$ cat config.mk
export PLATFORM = sky130hd
export DESIGN_NAME = airlock_ctrl
export DESIGN_NICKNAME = d
export VERILOG_FILES = /design/src/rtl/airlock_pkg.sv /design/src/rtl/airlock_timer.sv /design/src/rtl/airlock_ctrl.sv
export SDC_FILE = /design/constraint.sdc
export NUM_CORES = 1
export LEC_CHECK = 0
export CORE_AREA = 2 2 83 85
export DETAILED_ROUTE_END_ITERATION = 8
export DIE_AREA = 0 0 85 87
export SLEW_MARGIN = 20
export SYNTH_ARGS = -nofsm -noshare
export SYNTH_HDL_FRONTEND = slang
export SYNTH_SLANG_ARGS = --single-unit
$ cat constraint.sdc
create_clock -name clock -period 3.09 [get_ports clock]
set_input_delay 0.4635 -clock clock [delete_from_list [all_inputs] [get_ports clock]]
set_output_delay 0.4635 -clock clock [all_outputs]
set_load 0.1 [all_outputs]
$ cat src/rtl/airlock_pkg.sv
// Airlock controller shared definitions: state encoding, err_code values and
// small state-class helpers used by the FSM and its output decode.
package airlock_pkg;

  typedef enum logic [3:0] {
    S_INIT             = 4'h0,
    S_PREP             = 4'h1,
    S_WAIT_FILL        = 4'h2,
    S_FILLING          = 4'h3,
    S_WAIT_IPORT_OPEN  = 4'h4,
    S_WAIT_OPORT_OPEN  = 4'h5,
    S_WAIT_DRAIN       = 4'h6,
    S_DRAINING         = 4'h7,
    S_WAIT_IPORT_CLOSE = 4'h8,
    S_WAIT_OPORT_CLOSE = 4'h9,
    S_WAIT_USER        = 4'hA,
    S_ERROR            = 4'hB
  } state_e;

  localparam logic [1:0] ERR_NONE    = 2'b00;
  localparam logic [1:0] ERR_DIFF    = 2'b01;
  localparam logic [1:0] ERR_LIMIT   = 2'b10;
  localparam logic [1:0] ERR_TIMEOUT = 2'b11;

  // States with a fixed dwell time.
  function automatic logic is_timed(input state_e s);
    return (s == S_PREP) || (s == S_FILLING) || (s == S_DRAINING);
  endfunction

  // States that wait on an operator or port event.
  function automatic logic is_wait(input state_e s);
    return (s == S_WAIT_FILL)        || (s == S_WAIT_OPORT_OPEN) ||
           (s == S_WAIT_OPORT_CLOSE) || (s == S_WAIT_DRAIN)      ||
           (s == S_WAIT_IPORT_OPEN)  || (s == S_WAIT_IPORT_CLOSE);
  endfunction

endpackage

$ cat src/rtl/airlock_timer.sv
// Dwell timer: CW-bit up-counter with synchronous clear and count enable.
// done_o flags the last cycle of an N-cycle dwell (count == N-1).
// Ports: clock, reset (sync, active-high), clr_i, en_i, n_i (dwell length),
//        cnt_o (current count), done_o.
module airlock_timer #(
  parameter int CW = 16
) (
  input  logic          clock,
  input  logic          reset,
  input  logic          clr_i,
  input  logic          en_i,
  input  logic [CW-1:0] n_i,
  output logic [CW-1:0] cnt_o,
  output logic          done_o
);

  localparam logic [CW-1:0] ONE = {{(CW-1){1'b0}}, 1'b1};

  logic [CW-1:0] cnt_q;

  always_ff @(posedge clock) begin
    if (reset || clr_i) cnt_q <= '0;
    else if (en_i)      cnt_q <= cnt_q + ONE;
  end

  assign cnt_o  = cnt_q;
  assign done_o = (cnt_q == (n_i - ONE));

endmodule

$ cat src/rtl/airlock_ctrl.sv
// Airlock controller: Moore FSM sequencing a vessel through the airlock
// (prep, fill, outer port cycle, drain, inner port cycle) with interlock and
// pressure-fault handling.
// Ports: clock, reset (sync, active-high); arrive/depart/fill/drain operator
//        requests; iport/oport port status; diff_err/limit_err faults; clear
//        error acknowledge. Outputs: state code, dir (0 arrival, 1 departure),
//        busy_led, progress (timer in timed states), err_code.
// Build option: define AIRLOCK_TIMEOUT_EN to make wait states fault with
//        err_code=11 after TIMEOUT_CYC cycles; otherwise they wait forever.
module airlock_ctrl
  import airlock_pkg::*;
#(
  parameter int CW          = 16,
  parameter int PREP_CYC    = 32,
  parameter int FILL_CYC    = 48,
  parameter int DRAIN_CYC   = 64,
  parameter int BLINK_LOG2  = 2,
  parameter int TIMEOUT_CYC = 1000
) (
  input  logic          clock,
  input  logic          reset,
  input  logic          arrive,
  input  logic          depart,
  input  logic          fill,
  input  logic          drain,
  input  logic          iport,
  input  logic          oport,
  input  logic          diff_err,
  input  logic          limit_err,
  input  logic          clear,
  output logic [3:0]    state,
  output logic          dir,
  output logic          busy_led,
  output logic [CW-1:0] progress,
  output logic [1:0]    err_code
);

  state_e        state_q, state_d;
  logic          dir_q, dir_d;
  logic [1:0]    err_q, err_d;
  logic [CW-1:0] cnt;
  logic [CW-1:0] dwell_n;
  logic          dwell_done;
  logic          timed;

  assign timed = is_timed(state_q);

  always_comb begin
    dwell_n = CW'(PREP_CYC);
    case (state_q)
      S_FILLING:  dwell_n = CW'(FILL_CYC);
      S_DRAINING: dwell_n = CW'(DRAIN_CYC);
      default:    dwell_n = CW'(PREP_CYC);
    endcase
  end

  // Timer restarts on every state change so each state sees a fresh count.
  airlock_timer #(.CW(CW)) u_timer (
    .clock  (clock),
    .reset  (reset),
    .clr_i  (state_d != state_q),
    .en_i   (timed || is_wait(state_q)),
    .n_i    (dwell_n),
    .cnt_o  (cnt),
    .done_o (dwell_done)
  );

`ifdef AIRLOCK_TIMEOUT_EN
  logic tmo;
  assign tmo = is_wait(state_q) && (cnt == CW'(TIMEOUT_CYC - 1));
`endif

  always_comb begin
    state_d = state_q;
    dir_d   = dir_q;
    err_d   = err_q;
    // Interlock: both ports open, or inner port open while pressure changes.
    if ((state_q != S_ERROR) &&
        ((iport && oport) ||
         (iport && ((state_q == S_FILLING) || (state_q == S_DRAINING))))) begin
      state_d = S_ERROR;
      err_d   = ERR_DIFF;
    end
`ifdef AIRLOCK_TIMEOUT_EN
    else if (tmo) begin
      state_d = S_ERROR;
      err_d   = ERR_TIMEOUT;
    end
`endif
    else begin
      case (state_q)
        S_INIT: begin
          if (arrive) begin
            state_d = S_PREP;
            dir_d   = 1'b0;
          end else if (iport) begin
            state_d = S_WAIT_USER;
          end
        end
        S_WAIT_USER: begin
          if (depart && !iport) begin
            state_d = S_PREP;
            dir_d   = 1'b1;
          end
        end
        S_PREP:
          if (dwell_done) state_d = S_WAIT_FILL;
        S_WAIT_FILL:
          if (fill && !arrive && !depart) state_d = S_FILLING;
        S_FILLING: begin
          if (limit_err) begin
            state_d = S_ERROR;
            err_d   = ERR_LIMIT;
          end else if (dwell_done) begin
            state_d = S_WAIT_OPORT_OPEN;
          end
        end
        S_WAIT_OPORT_OPEN: begin
          if (diff_err) begin
            state_d = S_ERROR;
            err_d   = ERR_DIFF;
          end else if (oport) begin
            state_d = S_WAIT_OPORT_CLOSE;
          end
        end
        S_WAIT_OPORT_CLOSE:
          if (!oport) state_d = S_WAIT_DRAIN;
        S_WAIT_DRAIN:
          if (drain) state_d = S_DRAINING;
        S_DRAINING: begin
          if (limit_err) begin
            state_d = S_ERROR;
            err_d   = ERR_LIMIT;
          end else if (dwell_done) begin
            state_d = S_WAIT_IPORT_OPEN;
          end
        end
        S_WAIT_IPORT_OPEN: begin
          if (diff_err) begin
            state_d = S_ERROR;
            err_d   = ERR_DIFF;
          end else if (iport) begin
            state_d = S_WAIT_IPORT_CLOSE;
          end
        end
        S_WAIT_IPORT_CLOSE:
          if (!iport) state_d = S_INIT;
        S_ERROR: begin
          if (clear && !iport && !oport && !diff_err && !limit_err) begin
            state_d = S_INIT;
            err_d   = ERR_NONE;
          end
        end
        // Unused codes C-F recover through ERROR.
        default: state_d = S_ERROR;
      endcase
    end
  end

  always_ff @(posedge clock) begin
    if (reset) begin
      state_q <= S_INIT;
      dir_q   <= 1'b0;
      err_q   <= ERR_NONE;
    end else begin
      state_q <= state_d;
      dir_q   <= dir_d;
      err_q   <= err_d;
    end
  end

  assign state    = state_q;
  assign dir      = dir_q;
  assign err_code = err_q;
  assign busy_led = timed & cnt[BLINK_LOG2];
  assign progress = timed ? cnt : '0;

endmodule

## Word-level counts from Yosys, hierarchy flattened

Index checks and enable logic that the tools add are counted.

- Input port bits: 11
- Logic and storage cells: 97
- Bits in registers: 23

- Bitwise logic cells: 2
- Equality and inequality tests: 22
- Mux-type cells: 29
- Reductions and logical operators: 37
- Add/sub/neg operators: 2

Operators by type and width:

| cell | number |
|---|---|
| two-way mux 4 bit | 18 |
| one-hot mux 4 bit (12 select lines) | 1 |
| adder 16 x 1 -> 16 bit (second input constant) | 1 |
| == test 16 bit | 1 |
| == test 4 x 3 -> 1 bit (second input constant) | 4 |
| == test 4 bit (second input constant) | 4 |
| two-way mux 16 bit | 1 |
| one-hot mux 7 bit (2 select lines) | 1 |
| AND reduction 4 bit | 3 |
| logical OR 1 bit | 11 |
| logical AND 1 bit | 10 |
| == test 4 x 2 -> 1 bit (second input constant) | 2 |
| subtractor 7 x 1 -> 8 bit (second input constant) | 1 |
| zero test 1 bit | 6 |
| two-way mux 2 bit | 3 |
| inequality test 2 bit (second input constant) | 3 |
| inequality test 3 x 1 -> 1 bit (second input constant) | 2 |
| one-hot mux 2 bit (3 select lines) | 1 |
| OR reduction 2 bit | 3 |
| == test 4 x 1 -> 1 bit (second input constant) | 1 |
| zero test 4 bit | 1 |
| inequality test 2 x 1 -> 1 bit (second input constant) | 2 |
| inequality test 4 bit | 1 |
| inequality test 4 bit (second input constant) | 1 |
| other kinds (8) | 10 |

## Longest topological paths before layout

- Depth after elaboration: 10
- Gate-level depth with buffers: 9
- Gate-level depth less buffers: 7

## Modules after synthesis

Synthesis repeated with hierarchy kept, for this count alone.

- Cells, all modules: 293
- Area, all modules: 2213.4 um^2

Modules (own cells, without submodules):

| module | cells an instance | area each (um^2) | times used |
|---|---|---|---|
| airlock_timer | 156 | 1258.7 | 1 |
| airlock_ctrl | 137 | 954.7 | 1 |

## Worst setup path after synthesis

No wires, ideal clock.

- Kind: flip-flop to output port
- From: reg state_q[0], in the netlist state[0]
- To: out progress[2]
- Buffers on the path: 2
- Path slack: -145 ps
- Arrival: 2771 ps
- Required time: 2626 ps
- Cell stages (with the launch flop): 5
- Cells stage by stage: dfxtp_1 -> buf_2 -> and2b_1 -> and3_1 -> buf_4

- Cells in the longest elaborated chain, start to end: 4

RTL lines:

| element | line | text |
|---|---|---|
| from (decl) | airlock_ctrl.sv:38 | `state_e state_q, state_d;` |
| from (signal assigned) | airlock_ctrl.sv:166 | `state_q <= state_d;` |
| == test 4 x 1 -> 1 bit or == test 4 x 2 -> 1 bit (tied branches) | airlock_pkg.sv:27 | `return (s == S_PREP) \|\| (s == S_FILLING) \|\| (s == S_DRAINING);` |
| logical OR 1 bit | airlock_pkg.sv:27 |  |
| logical OR 1 bit * | airlock_pkg.sv:27 |  |
| two-way mux 16 bit * | airlock_ctrl.sv:176 | `assign progress = timed ? cnt : '0;` |
| to (decl) | airlock_ctrl.sv:34 | `output logic [CW-1:0] progress,` |

Every way passes the cells marked *; elsewhere a longest branch is shown, timed or not.

## Worst setup path after layout

- From: in limit_err
- To: reg u_timer.cnt_q[12], in the netlist u_timer.cnt_o[12]

- Cells in the longest elaborated chain, start to end: 7

RTL lines:

| element | line | text |
|---|---|---|
| from (decl) | airlock_ctrl.sv:29 | `input logic limit_err,` |
| zero test 1 bit | airlock_ctrl.sv:149 | `if (clear && !iport && !oport && !diff_err && !limit_err) begin` |
| logical AND 1 bit | airlock_ctrl.sv:149 |  |
| two-way mux 4 bit | airlock_ctrl.sv:149 |  |
| one-hot mux 4 bit (12 select lines) * | airlock_ctrl.sv:91 | `case (state_q)` |
| two-way mux 4 bit * | airlock_ctrl.sv:78 | `if ((state_q != S_ERROR) &&` |
| inequality test 4 bit * | airlock_ctrl.sv:61 | `.clr_i (state_d != state_q),` |
| logical OR 1 bit * | airlock_timer.sv:22 | `if (reset \|\| clr_i) cnt_q <= '0;` |
| to (signal assigned) | airlock_timer.sv:23 | `else if (en_i) cnt_q <= cnt_q + ONE;` |
| to (decl) | airlock_timer.sv:19 | `logic [CW-1:0] cnt_q;` |

Marks and branches as above.
A chain may end at the register's enable or synchronous reset.

==> flow_summary.json <==
{
  "synth_top_area_cell": "dfxtp_1",
  "clkPwrFrac_pct": 18.1,
  "vias": 1928,
  "die_h_um": 87,
  "maxCapViolCount": 0,
  "cts_tree": "yes",
  "p_int_w": 0.000577,
  "slowest_delay_ns": 0.73,
  "cts_buffer_depth": 2,
  "p_sw_share_pct": 46.1,
  "async_reset_ff_share_pct": 0,
  "drtAntennaViolNets": 0,
  "layout-drive-gt1-share_pct": 23.7,
  "hold_viol_final": 0,
  "rrSetupSlack_ns": 0.45,
  "initial_utilization_pct": 28.9,
  "rsz0062_at_grt": "no",
  "setup_violations": 0,
  "fin_tns_setup_ns": 0,
  "dieArea_sq_um": 7400,
  "cts.sinks": 23,
  "via_per_inst": 5.57,
  "yosysWarnings": 0,
  "crit_arrival_ns": 2.91,
  "seq_area_sq_um": 462,
  "worst_path_max_delay_cell": "o31a_1",
  "outcome": "finished, final reports clean",
  "grt_max_degree": 20,
  "peakVddDrop_uv": 257,
  "synth_fp_nets": 244,
  "fp.coreArea_sq_um": 6570,
  "leakage_nw": 0.917,
  "netlist.area_leader.share_pct": 24.2,
  "cp_cell_sequence": "clkdlybuf4s50_1 > or4b_4 > o211ai_4 > nand3_1 > o21ai_0 > o31a_1 > nor4_1",
  "clock_latency_ns": 0.27,
  "clockRootBuffer": "clkbuf_8",
  "drtIter0Drc": 81,
  "dr.pass1.iters": 4,
  "dp_hpwl_um": 4020,
  "syn_inst": 232,
  "tightest_slew_ns": 0.925,
  "slew_viol_final": 0,
  "relSlewSlack_pct": 38.4,
  "grt-ovfl-total": 0,
  "synthTopCellsByArea": "dfxtp_1 24%, and3_1 6.9%, nor4_2 6.6%",
  "synthesis.area_sq_um": 1900,
  "antenna_cells": 0,
  "totalWireLength_um": 5500,
  "globalplace.congestion": 0.826,
  "critPathLaunchType": "primary input",
  "clk_pin_slew_ns": 0.08,
  "pre_cts_slack_ns": 0.0410,
  "ios": 35,
  "yosys_most_used_dff": "dfxtp_1",
  "die_w_um": 85,
  "cts_inserted_buffers": 3,
  "worstSetupPathType": "primary input to flip-flop",
  "grt_pass1_vias": 1828,
  "fin_crit_ns": 2.79,
  "yosys-top-cells-count": "23 x dfxtp_1, 21 x and3_1, 14 x a21oi_1",
  "syn2layout_area_growth_pct": 23.2,
  "drc": 0,
  "cts_setup_buffers": 0,
  "nFillCells": 698,
  "synth-seq-area-share_pct": 24.2,
  "seqPwrFrac_pct": 31.6,
  "min_path_type": "flip-flop to flip-flop",
  "synth_most_common_cell": "dfxtp_1",
  "cts-htree-levels": 1,
  "fp-row-count": 30,
  "final_core_util_pct": 35.6,
  "syn_avg_cell_area_sq_um": 8.19,
  "final.setup_skew_ns": 0.00265,
  "antenna_found_initial": 0,
  "cts_hold_buffers": 0,
  "wl_per_cell_um": 15.9,
  "power.net_switching_w": 0.000495,
  "cp.required_ns": 3.21,
  "synth_seq_cells": 23,
  "grt_first_pass_wirelength_um": 9140,
  "endpoint_kind": "flip-flop",
  "worst_slack_ns": 0.304,
  "cp_max_fo": 16,
  "synth_edf_count": 0,
  "portBuffers": 34,
  "powerDensity_nw_per_um2": 458,
  "finalNetCount": 279,
  "multi_input_area_sq_um": 1310,
  "ctsResizeCount": 0,
  "grt_use_total_pct": 15.2,
  "combinationalPowerShare_pct": 50.2,
  "max_freq_mhz": 359,
  "final.period_utilization_pct": 90.2,
  "synth.distinct_cells": 61
}
[through the flow]
step           hold WS (ns)  instance area [sq um]  cells  power [W]
4_1_cts               0.540                   2340    346    0.00108
2_1_floorplan         0.525                   1900    232   0.000749
5_1_grt               0.558                   2340    346    0.00114
3_3_place_gp          0.510                   2300    342   0.000878
3_5_place_dp          0.521                   2300    342   0.000882
6_report              0.535                   2340    346    0.00107
[state kept, by name, indices dropped and copies added, names as in the netlist]
name and cells:
dir 1, u_timer.cnt_o 16, state 4, err_code 2
[worst max-delay path: cells and delay by family]
family | cells | cell delay, ns
AND/OR/NAND/NOR | 3 | 0.86
buffers and inverters | 1 | 0.42
AO/OA/AOI/OAI | 3 | 1.15
[worst paths after layout]
kind	startpoint	to	depth (start not counted)
worst max-delay path	limit_err	u_timer.cnt_o[12]	7
worst min-delay path	err_code[0]	err_code[0]	2
worst max register to register	u_timer.cnt_o[8]	u_timer.cnt_o[12]	6
worst min register to register	err_code[0]	err_code[0]	2
[cell type report]
cell class / count / share of cell area, %
multi-input combinational: 184 / 55.8
sequential: 23 / 19.7
timing repair buffer: 49 / 17.3
tap: 80 / 4.28
clock buffer: 4 / 1.92
inverter: 6 / 0.962
[power by group through the flow]
stage / sequential, W / clock (W) / combinational [W]
final: 0.000339 / 0.000194 / 0.000538
after global routing: 0.000343 / 0.000215 / 0.000580
after CTS: 0.000339 / 0.000200 / 0.000539
after detailed placement: 0.000346 / 0 / 0.000536
after global placement: 0.000347 / 0 / 0.000531
after floorplan: 0.000423 / 0 / 0.000326
[per-layer routing]
layer	up-vias	global-route usage, %	wire length [um]
li1	953	-	-
met1	921	19.6	2440
met2	47	26.1	2790
met3	7	2.46	213
met4	0	4.47	57
met5	-	0	0
[kinds of logic (layout without fill, tap and decap cells)]
group,Yosys count,in the layout,share of synthesized area [%]
compound gates,48,48,17.6
xor+xnor,17,17,7.83
fa+ha+maj,1,1,0.658
buf+inv,25,59,7.11
flops,23,23,24.2
mux,3,3,1.65
simple gates,115,115,40.9
[placed cells by master, fill, tap and decap left out, drive strengths merged, types with 3 or more instances in the layout]
master         synthesis  final
xnor2                  5      5
and3                  21     21
xor2                  12     12
and2                   3      3
a31oi                  4      4
nand2                 12     12
o21ai                 11     11
nand2b                 3      3
nor2b                  3      3
nor4b                  3      3
nand3                  9      9
clkbuf                 7      4
a21oi                 14     14
nand4                  4      4
clkdlybuf4s50          0     10
nor3                   7      7
buf                   12     39
nor4                  20     20
inv                    6      6
nor2                  11     11
dfxtp                 23     23
Note: power is estimated with default switching activity, not from simulation.
